--- src/rtl/uartm_rx_pkg.sv ---
// Shared UART-master definitions: receiver FSM states, data-width decode
// and uartm_ctl bit positions (the transmitter reads the same control word).
package uartm_rx_pkg;

    typedef enum logic [2:0] {
        ST_IDLE   = 3'd0,
        ST_START  = 3'd1,
        ST_DATA   = 3'd2,
        ST_PARITY = 3'd3,
        ST_STOP   = 3'd4
    } rx_state_e;

    // uartm_ctl field positions
    localparam int unsigned CTL_WIDTH_LO = 0;
    localparam int unsigned CTL_WIDTH_HI = 1;
    localparam int unsigned CTL_PAR_EN   = 2;
    localparam int unsigned CTL_PAR_EVEN = 3;

    // uartm_ctl[1:0] width codes; the fourth code falls back to 8 bits
    localparam logic [1:0] WIDTH_CODE_8  = 2'b00;
    localparam logic [1:0] WIDTH_CODE_16 = 2'b01;
    localparam logic [1:0] WIDTH_CODE_32 = 2'b10;

    localparam logic [5:0] NBITS_8  = 6'd8;
    localparam logic [5:0] NBITS_16 = 6'd16;
    localparam logic [5:0] NBITS_32 = 6'd32;

    function automatic logic [5:0] width_bits(input logic [1:0] code);
        case (code)
            WIDTH_CODE_16: return NBITS_16;
            WIDTH_CODE_32: return NBITS_32;
            default:       return NBITS_8;
        endcase
    endfunction

endpackage

--- src/rtl/uartm_rx_sync.sv ---
// RX metastability synchronizer. With UARTM_RX_MAJORITY_EN defined it also
// provides the 2-of-3 vote over the current and two previous synchronized
// samples, so a decision taken at s+1 covers s-1, s and s+1.
module uartm_rx_sync #(
    parameter int SYNC_STAGES = 2  // must be at least 2
) (
    input  logic hclk,
    input  logic hreset,
    input  logic rx,
    output logic rxs
`ifdef UARTM_RX_MAJORITY_EN
    ,
    output logic rxs_maj
`endif
);

    logic [SYNC_STAGES-1:0] sync_q;

    // Shift chain; resets to the idle-high line level so no false start is seen.
    always_ff @(posedge hclk) begin
        // NOTE: sequential state uses non-blocking assignments so every flop
        // samples pre-edge values regardless of process ordering.
        if (hreset) sync_q <= '1;
        else        sync_q <= {sync_q[SYNC_STAGES-2:0], rx};
    end

    assign rxs = sync_q[SYNC_STAGES-1];

`ifdef UARTM_RX_MAJORITY_EN
    logic [1:0] hist_q;

    // Two-deep history of rxs feeding the vote window.
    always_ff @(posedge hclk) begin
        if (hreset) hist_q <= 2'b11;
        else        hist_q <= {hist_q[0], rxs};
    end

    assign rxs_maj = (rxs & hist_q[0]) | (rxs & hist_q[1]) | (hist_q[0] & hist_q[1]);
`endif

endmodule

--- src/rtl/uartm_rx.sv ---
// UART-master serial receiver: start bit, LSB-first 8/16/32-bit data,
// optional parity, stop bit; one-entry holding register with valid/ready.
// Optional build macro UARTM_RX_MAJORITY_EN enables 3-sample majority voting.
module uartm_rx
    import uartm_rx_pkg::*;
#(
    parameter int SYNC_STAGES = 2
) (
    input  logic        hclk,
    input  logic        hreset,
    input  logic        RX,
    input  logic [31:0] uartm_baud,
    input  logic [31:0] uartm_ctl,
    output logic [31:0] rx_data,
    output logic        rx_valid,
    input  logic        rx_ready,
    output logic        rx_perr,
    output logic        rx_ferr,
    output logic        rx_ovr,
    output logic        rx_busy
);

    rx_state_e   state_q, state_d;
    logic [31:0] cnt_q, baud_q, data_q, target;
    logic [5:0]  nbits_q, bit_cnt_q;
    logic        par_en_q, par_even_q, perr_q;
    logic        rxs, sample_tick, decide, bit_val, last_bit, start_direct;
    logic        unused_ctl;

    // Only the low control bits are defined; the rest are ignored.
    assign unused_ctl = ^uartm_ctl[31:4];

`ifdef UARTM_RX_MAJORITY_EN
    logic rxs_maj, maj_on, pend_q;

    uartm_rx_sync #(.SYNC_STAGES(SYNC_STAGES)) u_sync (
        .hclk    (hclk),
        .hreset  (hreset),
        .rx      (RX),
        .rxs     (rxs),
        .rxs_maj (rxs_maj)
    );

    // Voting needs a full window inside one bit, so short periods fall back to s.
    assign maj_on  = (baud_q >= 32'd2);
    assign decide  = maj_on ? pend_q : sample_tick;
    assign bit_val = maj_on ? rxs_maj : rxs;

    // Delays the decision one cycle past the nominal sample point.
    always_ff @(posedge hclk) begin
        if (hreset || state_q == ST_IDLE) pend_q <= 1'b0;
        else                              pend_q <= maj_on && sample_tick;
    end
`else
    uartm_rx_sync #(.SYNC_STAGES(SYNC_STAGES)) u_sync (
        .hclk   (hclk),
        .hreset (hreset),
        .rx     (RX),
        .rxs    (rxs)
    );

    assign decide  = sample_tick;
    assign bit_val = rxs;
`endif

    // With a zero half-bit offset the detect cycle itself is the start check.
    assign start_direct = (uartm_baud[31:1] == 31'd0);
    assign target       = (state_q == ST_START) ? (baud_q >> 1) : baud_q;
    assign sample_tick  = (state_q != ST_IDLE) && (cnt_q == target);
    assign last_bit     = (bit_cnt_q == nbits_q - 6'd1);
    assign rx_busy      = (state_q != ST_IDLE);

    // FSM state register.
    always_ff @(posedge hclk) begin
        if (hreset) state_q <= ST_IDLE;
        else        state_q <= state_d;
    end

    // FSM next-state decode.
    always_comb begin
        // NOTE: default assigned first so no path leaves state_d unassigned,
        // which would otherwise infer a latch.
        state_d = state_q;
        case (state_q)
            ST_IDLE:   if (!rxs) state_d = start_direct ? ST_DATA : ST_START;
            ST_START:  if (decide) state_d = bit_val ? ST_IDLE : ST_DATA;
            ST_DATA:   if (decide && last_bit) state_d = par_en_q ? ST_PARITY : ST_STOP;
            ST_PARITY: if (decide) state_d = ST_STOP;
            ST_STOP:   if (decide) state_d = ST_IDLE;
            default:   state_d = ST_IDLE;
        endcase
    end

    // Bit timing, frame configuration latch and deserialization.
    always_ff @(posedge hclk) begin
        if (hreset) begin
            cnt_q      <= '0;
            baud_q     <= '0;
            nbits_q    <= NBITS_8;
            par_en_q   <= 1'b0;
            par_even_q <= 1'b0;
            bit_cnt_q  <= '0;
            data_q     <= '0;
            perr_q     <= 1'b0;
        end else if (state_q == ST_IDLE) begin
            // Counter value tracks cycles since the start edge was seen.
            cnt_q <= start_direct ? 32'd0 : 32'd1;
            if (!rxs) begin
                baud_q     <= uartm_baud;
                nbits_q    <= width_bits(uartm_ctl[CTL_WIDTH_HI:CTL_WIDTH_LO]);
                par_en_q   <= uartm_ctl[CTL_PAR_EN];
                par_even_q <= uartm_ctl[CTL_PAR_EVEN];
                bit_cnt_q  <= '0;
                data_q     <= '0;
                perr_q     <= 1'b0;
            end
        end else begin
            cnt_q <= sample_tick ? 32'd0 : cnt_q + 32'd1;
            if (decide && state_q == ST_DATA) begin
                data_q[bit_cnt_q[4:0]] <= bit_val;
                bit_cnt_q              <= bit_cnt_q + 6'd1;
            end
            if (decide && state_q == ST_PARITY)
                perr_q <= bit_val != (par_even_q ? ^data_q : ~^data_q);
        end
    end

    // Holding register, handshake and overrun reporting.
    always_ff @(posedge hclk) begin
        if (hreset) begin
            rx_data  <= '0;
            rx_valid <= 1'b0;
            rx_perr  <= 1'b0;
            rx_ferr  <= 1'b0;
            rx_ovr   <= 1'b0;
        end else begin
            rx_ovr <= 1'b0;
            if (rx_valid && rx_ready) rx_valid <= 1'b0;
            if (decide && state_q == ST_STOP) begin
                if (!rx_valid || rx_ready) begin
                    rx_data  <= data_q;
                    rx_perr  <= perr_q;
                    rx_ferr  <= ~bit_val;
                    rx_valid <= 1'b1;
                end else begin
                    rx_ovr <= 1'b1;
                end
            end
        end
    end

endmodule
--- config.mk ---
export PLATFORM = sky130hd
export DESIGN_NAME = uartm_rx
export DESIGN_NICKNAME = d
export VERILOG_FILES = /design/src/rtl/uartm_rx_pkg.sv /design/src/rtl/uartm_rx_sync.sv /design/src/rtl/uartm_rx.sv
export SDC_FILE = /design/constraint.sdc
export NUM_CORES = 1
export LEC_CHECK = 0
export CAP_MARGIN = 5
export CORE_MARGIN = 2
export CORE_UTILIZATION = 52
export DETAILED_ROUTE_END_ITERATION = 10
export GPL_TIMING_DRIVEN = 0
export PLACE_DENSITY = 0.79
export SKIP_LAST_GASP = 1
export SLEW_MARGIN = 15
export SYNTH_ARGS = -nofsm -noshare
export SYNTH_HDL_FRONTEND = slang
export SYNTH_HIERARCHICAL = 1
export SYNTH_SLANG_ARGS = --single-unit
export TNS_END_PERCENT = 20
--- constraint.sdc ---
create_clock -name hclk -period 7.8 [get_ports hclk]
set_clock_uncertainty 0.05 [all_clocks]
set_input_delay 1.56 -clock hclk [delete_from_list [all_inputs] [get_ports hclk]]
set_output_delay 1.56 -clock hclk [all_outputs]
set_load 0.005 [all_outputs]
==> results.cfg, run 1 <==
[critical_path]
r2r_start = state_q[0]
crit_path_start_kind = flop
required_ps = 6190
cp_max_fo = 10
slowest_delay_ps = 600
cp-startpoint = state_q[0]
end_kind = output pin
crit_family = buffers and inverters
crit_buf_inv = 3
worstPathArrival_ps = 2280
crit_path_cell_trace = clkbuf_1 -> nor3_1 -> inv_1 -> clkdlybuf4s50_1
crit_slowest_cell = nor3_1
path_class = flop to output pin

[die]
ios = 105
die_h_microns = 122
die_w_microns = 122
start_util_pct = 52.7
rows = 43
core_sq_mm = 0.0137
die_area_sq_mm = 0.0149

[synthesis]
syn_inst = 848
yosysMostFrequentCell = dfxtp_1
yosys_most_used_dff = dfxtp_1
yosysWarnings = 6
synth_top_area_share_pct = 41.3
syn_area_sq_mm = 0.00723
netlist_top_cells_count = dfxtp_1, nand2_1, nor2_1
async_flop_share_pct = 0
syn_nets = 924
synth.area.top_cells = dfxtp_1, mux2i_1, xnor2_1
netlist-cell-type-count = 58
ys_seq_area_share_pct = 41.3
synth_top_area_cell = dfxtp_1
syn_area_per_cell_sq_um = 8.52
synth-edff-count = 0
synth_seq_cells = 149

[grt]
grt_max_degree = 17
track_usage_pct = 27.0
antenna_found_initial = 0
grt-ovfl-total = 0
grt_pass1_wl_mm = 31.0
grt_pass1_vias = 6173

[timing]
setup_viol = 0
slew_violations = 0
slew_headroom_pct = 53.4
hold_slack_ps = 373
fmax_ghz = 0.257
min_period_ps = 3890
hold_violations = 0
worst_pin_slew_ps = 698
worst_slack_ps = 3910
fin_setup_tns_ps = 0
fin_crit_sh_pct = 49.9
rsz0062_at_grt = no

[power]
finalPower_uw = 1790
p_leak_uw = 0.00318
peakVddDrop_mv = 0.158
p_per_area_mw_per_mm2 = 203

[routing]
vias_per_cell = 5.56
vias = 6319
wl_per_cell_microns = 16.9
postRouteAntennaNets = 0
post-route-drc-count = 0
dr.pass1.iters = 5
drtIter0Drc = 510
wl_mm = 19.2

[layout]
drive_gt1_share_pct = 5.75
multi_input_area_sq_mm = 0.00389
seq_area_sq_mm = 0.00298
area_growth_pct = 22.1
antenna_cells = 0
fin_area_sq_mm = 0.00883
fillers = 1161
nets = 1019

[clocking]
cts-hold-fix-buffers = 0
htree_num_levels = 4
cts.sinks = 149
cts_buffer_depth = 2
postCtsSetupBuffers = 0
cts_resized = 0
root_buffer = clkbuf_16
cts_made_buffers = 17
insertion_delay_ps = 440
tritoncts = yes
path_clk_slew_ps = 70

[placed_design]
gp_congestion = 0.989
dp_hpwl_mm = 14.1
dp_slack_ps = 4270
placed_area_sq_mm = 0.00821
io_buffers = 76

[flow_run]
cap_violations = 0

[outcome]
status = completed

[worst_hold_path]
hold_path_class = flop to flop
min_from = u_sync/sync_q[0]
layer usage:
layer  GRT usage (%)  share of wire (%)  vias to the layer above
met1            32.1                 42                     2963
met4            14.0                4.0                        0
met2            46.1                 49                      223
li1                -                  -                     3075
met3            5.38                5.6                       58
met5               0                  0                        -
worst reg2reg max path, stage by stage (launching register included):
cell and delay (ps):
dfxtp_1 390, nor3b_2 320, buf_4 260, mux2i_1 270, nor2_1 60, a2111oi_0 520, o2111ai_1 430, nor3_1 540
buf_2 330, nand3_1 140, mux2i_1 150
flip-flops by register name, indices dropped and copies added (netlist names), 2 cells and up:
register and cells:
baud_q 32, cnt_q 32, data_q 32, rx_data 32
bit_cnt_q 6, nbits_q 3, state_q 3, u_sync/sync_q 2
placed cells by master, fill, tap and decap left out, types with 3 or more instances in the layout:
| cell type | n |
|---|---|
| dfxtp_1 | 149 |
| nand2_1 | 131 |
| nor2_1 | 82 |
| clkdlybuf4s50_1 | 76 |
| mux2i_1 | 72 |
| xnor2_1 | 68 |
| a21oi_1 | 49 |
| nand3_1 | 41 |
| clkbuf_1 | 36 |
| inv_1 | 34 |
| xor2_1 | 25 |
| clkbuf_16 | 17 |
| and3_1 | 15 |
| nor3_1 | 13 |
| nor4_1 | 13 |
| nand4_1 | 11 |
| buf_2 | 9 |
| ha_1 | 8 |
| nand2b_1 | 7 |
| o21ai_0 | 6 |
| a222oi_1 | 5 |
| o22ai_1 | 4 |
| or3_1 | 4 |
| nand3b_1 | 4 |
| nor2b_1 | 4 |
| inv_6 | 4 |
| inv_8 | 4 |
| a2111oi_0 | 3 |
| o2111ai_1 | 3 |
| nor3b_1 | 3 |
| buf_6 | 3 |
| clkinv_4 | 3 |
cell families after synthesis:
family	after synthesis	share of synthesized area, %
AND/OR/NAND/NOR	343	22.0
flip-flops	149	41.3
AO/OA/AOI/OAI	97	8.81
XOR/XNOR	93	11.3
buffers and inverters	84	4.93
multiplexers	74	10.3
adder cells (fa/ha/maj)	8	1.39
path summary, 6_finish.rpt:
path | slack, ps | to | depth (start not counted)
worst max-delay path | 3910 | rx_busy | 4
worst min-delay path | 370 | u_sync/sync_q[1] | 1
worst max register to register | 4230 | data_q[2] | 10
worst min register to register | 370 | u_sync/sync_q[1] | 1
cell type report:
class | instances | area share, %
multi-input cells | 615 | 44.0
flip-flops and latches | 149 | 33.8
repair buffers | 76 | 8.62
clock buffers | 17 | 4.82
plain buffers | 50 | 2.59
well taps | 180 | 2.55
clock inverters | 15 | 2.13
inverters | 34 | 1.45
where the power goes:
group / internal (uW) / switching [uW]
logic: 61.9 / 92.4
clock network: 487 / 364
registers: 772 / 15.5
total: 1320 / 472
per-stage QoR:
stage | instances | utilization (%)
6_report | 1136 | 64.3
5_1_grt | 1136 | 64.3
2_1_floorplan | 848 | -
3_5_place_dp | 1104 | 59.9
4_1_cts | 1136 | 64.3
3_3_place_gp | 1104 | 59.9
No activity file was read; power rests on OpenSTA's default activity.
==> run 2: changes to the inputs <==
--- a/config.mk
+++ b/config.mk
@@ -7,10 +7,10 @@
 export LEC_CHECK = 0
 export CAP_MARGIN = 5
 export CORE_MARGIN = 2
-export CORE_UTILIZATION = 52
+export CORE_UTILIZATION = 49
 export DETAILED_ROUTE_END_ITERATION = 10
 export GPL_TIMING_DRIVEN = 0
-export PLACE_DENSITY = 0.79
+export PLACE_DENSITY = 0.78
 export SKIP_LAST_GASP = 1
 export SLEW_MARGIN = 15
 export SYNTH_ARGS = -nofsm -noshare
==> constraint.sdc (replaced) <==
create_clock -name hclk -period 3.5 [get_ports hclk]
set_clock_uncertainty 0.05 [all_clocks]
set_input_delay 0.7 -clock hclk [delete_from_list [all_inputs] [get_ports hclk]]
set_output_delay 0.7 -clock hclk [all_outputs]
set_load 0.005 [all_outputs]
==> run 2 against run 1 <==
Effect of this change: register-to-register slack got worse by 4000 ps; combinational power rose by 140%; sequential share of layout area fell by 0.10 points; via count fell by 0.62%; critical endpoint is now rx_data[1]; sequential power is 120% higher; core utilization is 3.2 points lower; non-clock buffer count is 2 higher; die area up 5.9%.
==> results.cfg, run 2 (synthesis gave the netlist of run 1 again) <==
[grt]
gr-usage-met2_pct = 43.3
grt_pass1_wl_mm = 31.4
top_usage_layer = met2
grt-ovfl-total = 0
track_usage_pct = 25.3
antenna_found_initial = 0
grt_max_degree = 17
grt_pass1_vias = 6038
use_met3_pct = 5.56
met1_usage_pct = 30.4

[critical_path]
path_class = flop to flop
crit_slowest_cell = dfxtp_1
crit_path_cell_trace = nor3b_2 -> buf_4 -> mux2i_1 -> nor2_1 -> a2111oi_2 -> o2111ai_2 -> nor4b_2 -> buf_4 -> buf_6 -> mux2i_1 -> nor2_1
cp_max_fo = 10
crit_family = simple AND/OR/NAND/NOR gates
slowest_delay_ps = 380
worstPathArrival_ps = 3550
crit_path_start_kind = flop
r2r_start = state_q[0]
cp-startpoint = state_q[0]
end_kind = flop
required_ps = 3750
crit_buf_inv = 3

[die]
start_util_pct = 49.9
die_area_sq_mm = 0.0157
die_h_microns = 125
core_sq_mm = 0.0145
die_w_microns = 125
rows = 44
ios = 105

[placed_design]
gp_congestion = 0.964
placed_area_sq_mm = 0.00822
dp_hpwl_mm = 14.6
io_buffers = 76

[routing]
post-route-drc-count = 0
dr.pass1.iters = 5
vias_per_cell = 5.50
wl_mm = 19.7
postRouteAntennaNets = 0
vias = 6280
drtIter0Drc = 417
wl_per_cell_microns = 17.3

[power]
p_leak_uw = 0.00319
peakVddDrop_mv = 0.406
finalPower_uw = 3950
p_per_area_mw_per_mm2 = 446

[worst_hold_path]
min_from = u_sync/sync_q[0]
hold_path_class = flop to flop

[timing]
slew_violations = 0
min_period_ps = 3300
hold_violations = 0
hold_slack_ps = 364
fin_crit_sh_pct = 94.3
setup_viol = 0
fmax_ghz = 0.303
worst_pin_slew_ps = 628
slew_headroom_pct = 57.8

[clocking]
htree_num_levels = 4
path_clk_slew_ps = 70
cts-hold-fix-buffers = 0
cts_made_buffers = 17
tritoncts = yes
root_buffer = clkbuf_16
insertion_delay_ps = 430
cts.sinks = 149
cts_buffer_depth = 2

[flow_run]
cap_violations = 0

[outcome]
status = completed

[layout]
antenna_cells = 0
fin_area_sq_mm = 0.00885
final_common_cell = dfxtp_1
nets = 1021
mostFrequentLayoutCells = dfxtp_1, nand2_1, nor2_1, clkdlybuf4s50_1, mux2i_1
drive_gt1_share_pct = 6.47
finish.utilization_pct = 61.1
area_growth_pct = 22.5
run 2: worst register-to-register path, stage by stage (launching register included):
cell and delay (ps):
dfxtp_1 380, nor3b_2 310, buf_4 270, mux2i_1 350, nor2_1 110, a2111oi_2 340
o2111ai_2 300, nor4b_2 360, buf_4 250, buf_6 200, mux2i_1 200, nor2_1 50
run 2: per-layer routing:
layer  vias up  share of wire, %  wire length (microns)
met2       191                49                   9680
li1       3078                 -                      -
met3        45               4.9                    959
met4         0               3.4                    669
met1      2966                43                   8410
met5         -                 0                      0
run 2: worst paths after layout:
path                       to  slack, ps  cells past startpoint
max                rx_data[1]        200                     11
min          u_sync/sync_q[1]        360                      1
min reg2reg  u_sync/sync_q[1]        360                      1
max reg2reg        rx_data[1]        200                     11
run 2: power by group:
group	internal (uW)	leakage [uW]	switching, uW
logic	151	0.00169	217
clock network	1040	0.000294	784
registers	1720	0.00120	34.2
total	2910	0.00319	1040
run 2: timing repair:
item,CTS,global route
setup endpoints to repair,25,105
gates resized for setup,1,5
setup buffers,0,2
pin swaps,0,2
run 2: per-stage QoR:
step           std cells  setup slack, ps  TNS, ps
3_5_place_dp        1108            -68.1     -909
5_1_grt             1142            -29.3     -194
4_1_cts             1140            -43.4    -90.4
3_3_place_gp        1108             30.5        0
2_1_floorplan        848              784        0
6_report            1142              199        0
run 2: final cells by class:
class | instances | area [sq um]
Buffer | 50 | 229
Sequential cell | 149 | 2980
Multi-Input combinational cell | 615 | 3920
Clock buffer | 19 | 453
Timing Repair Buffer | 78 | 776
Tap cell | 184 | 230
Fill cell | 1282 | 5630
Clock inverter | 13 | 136
Inverter | 34 | 128
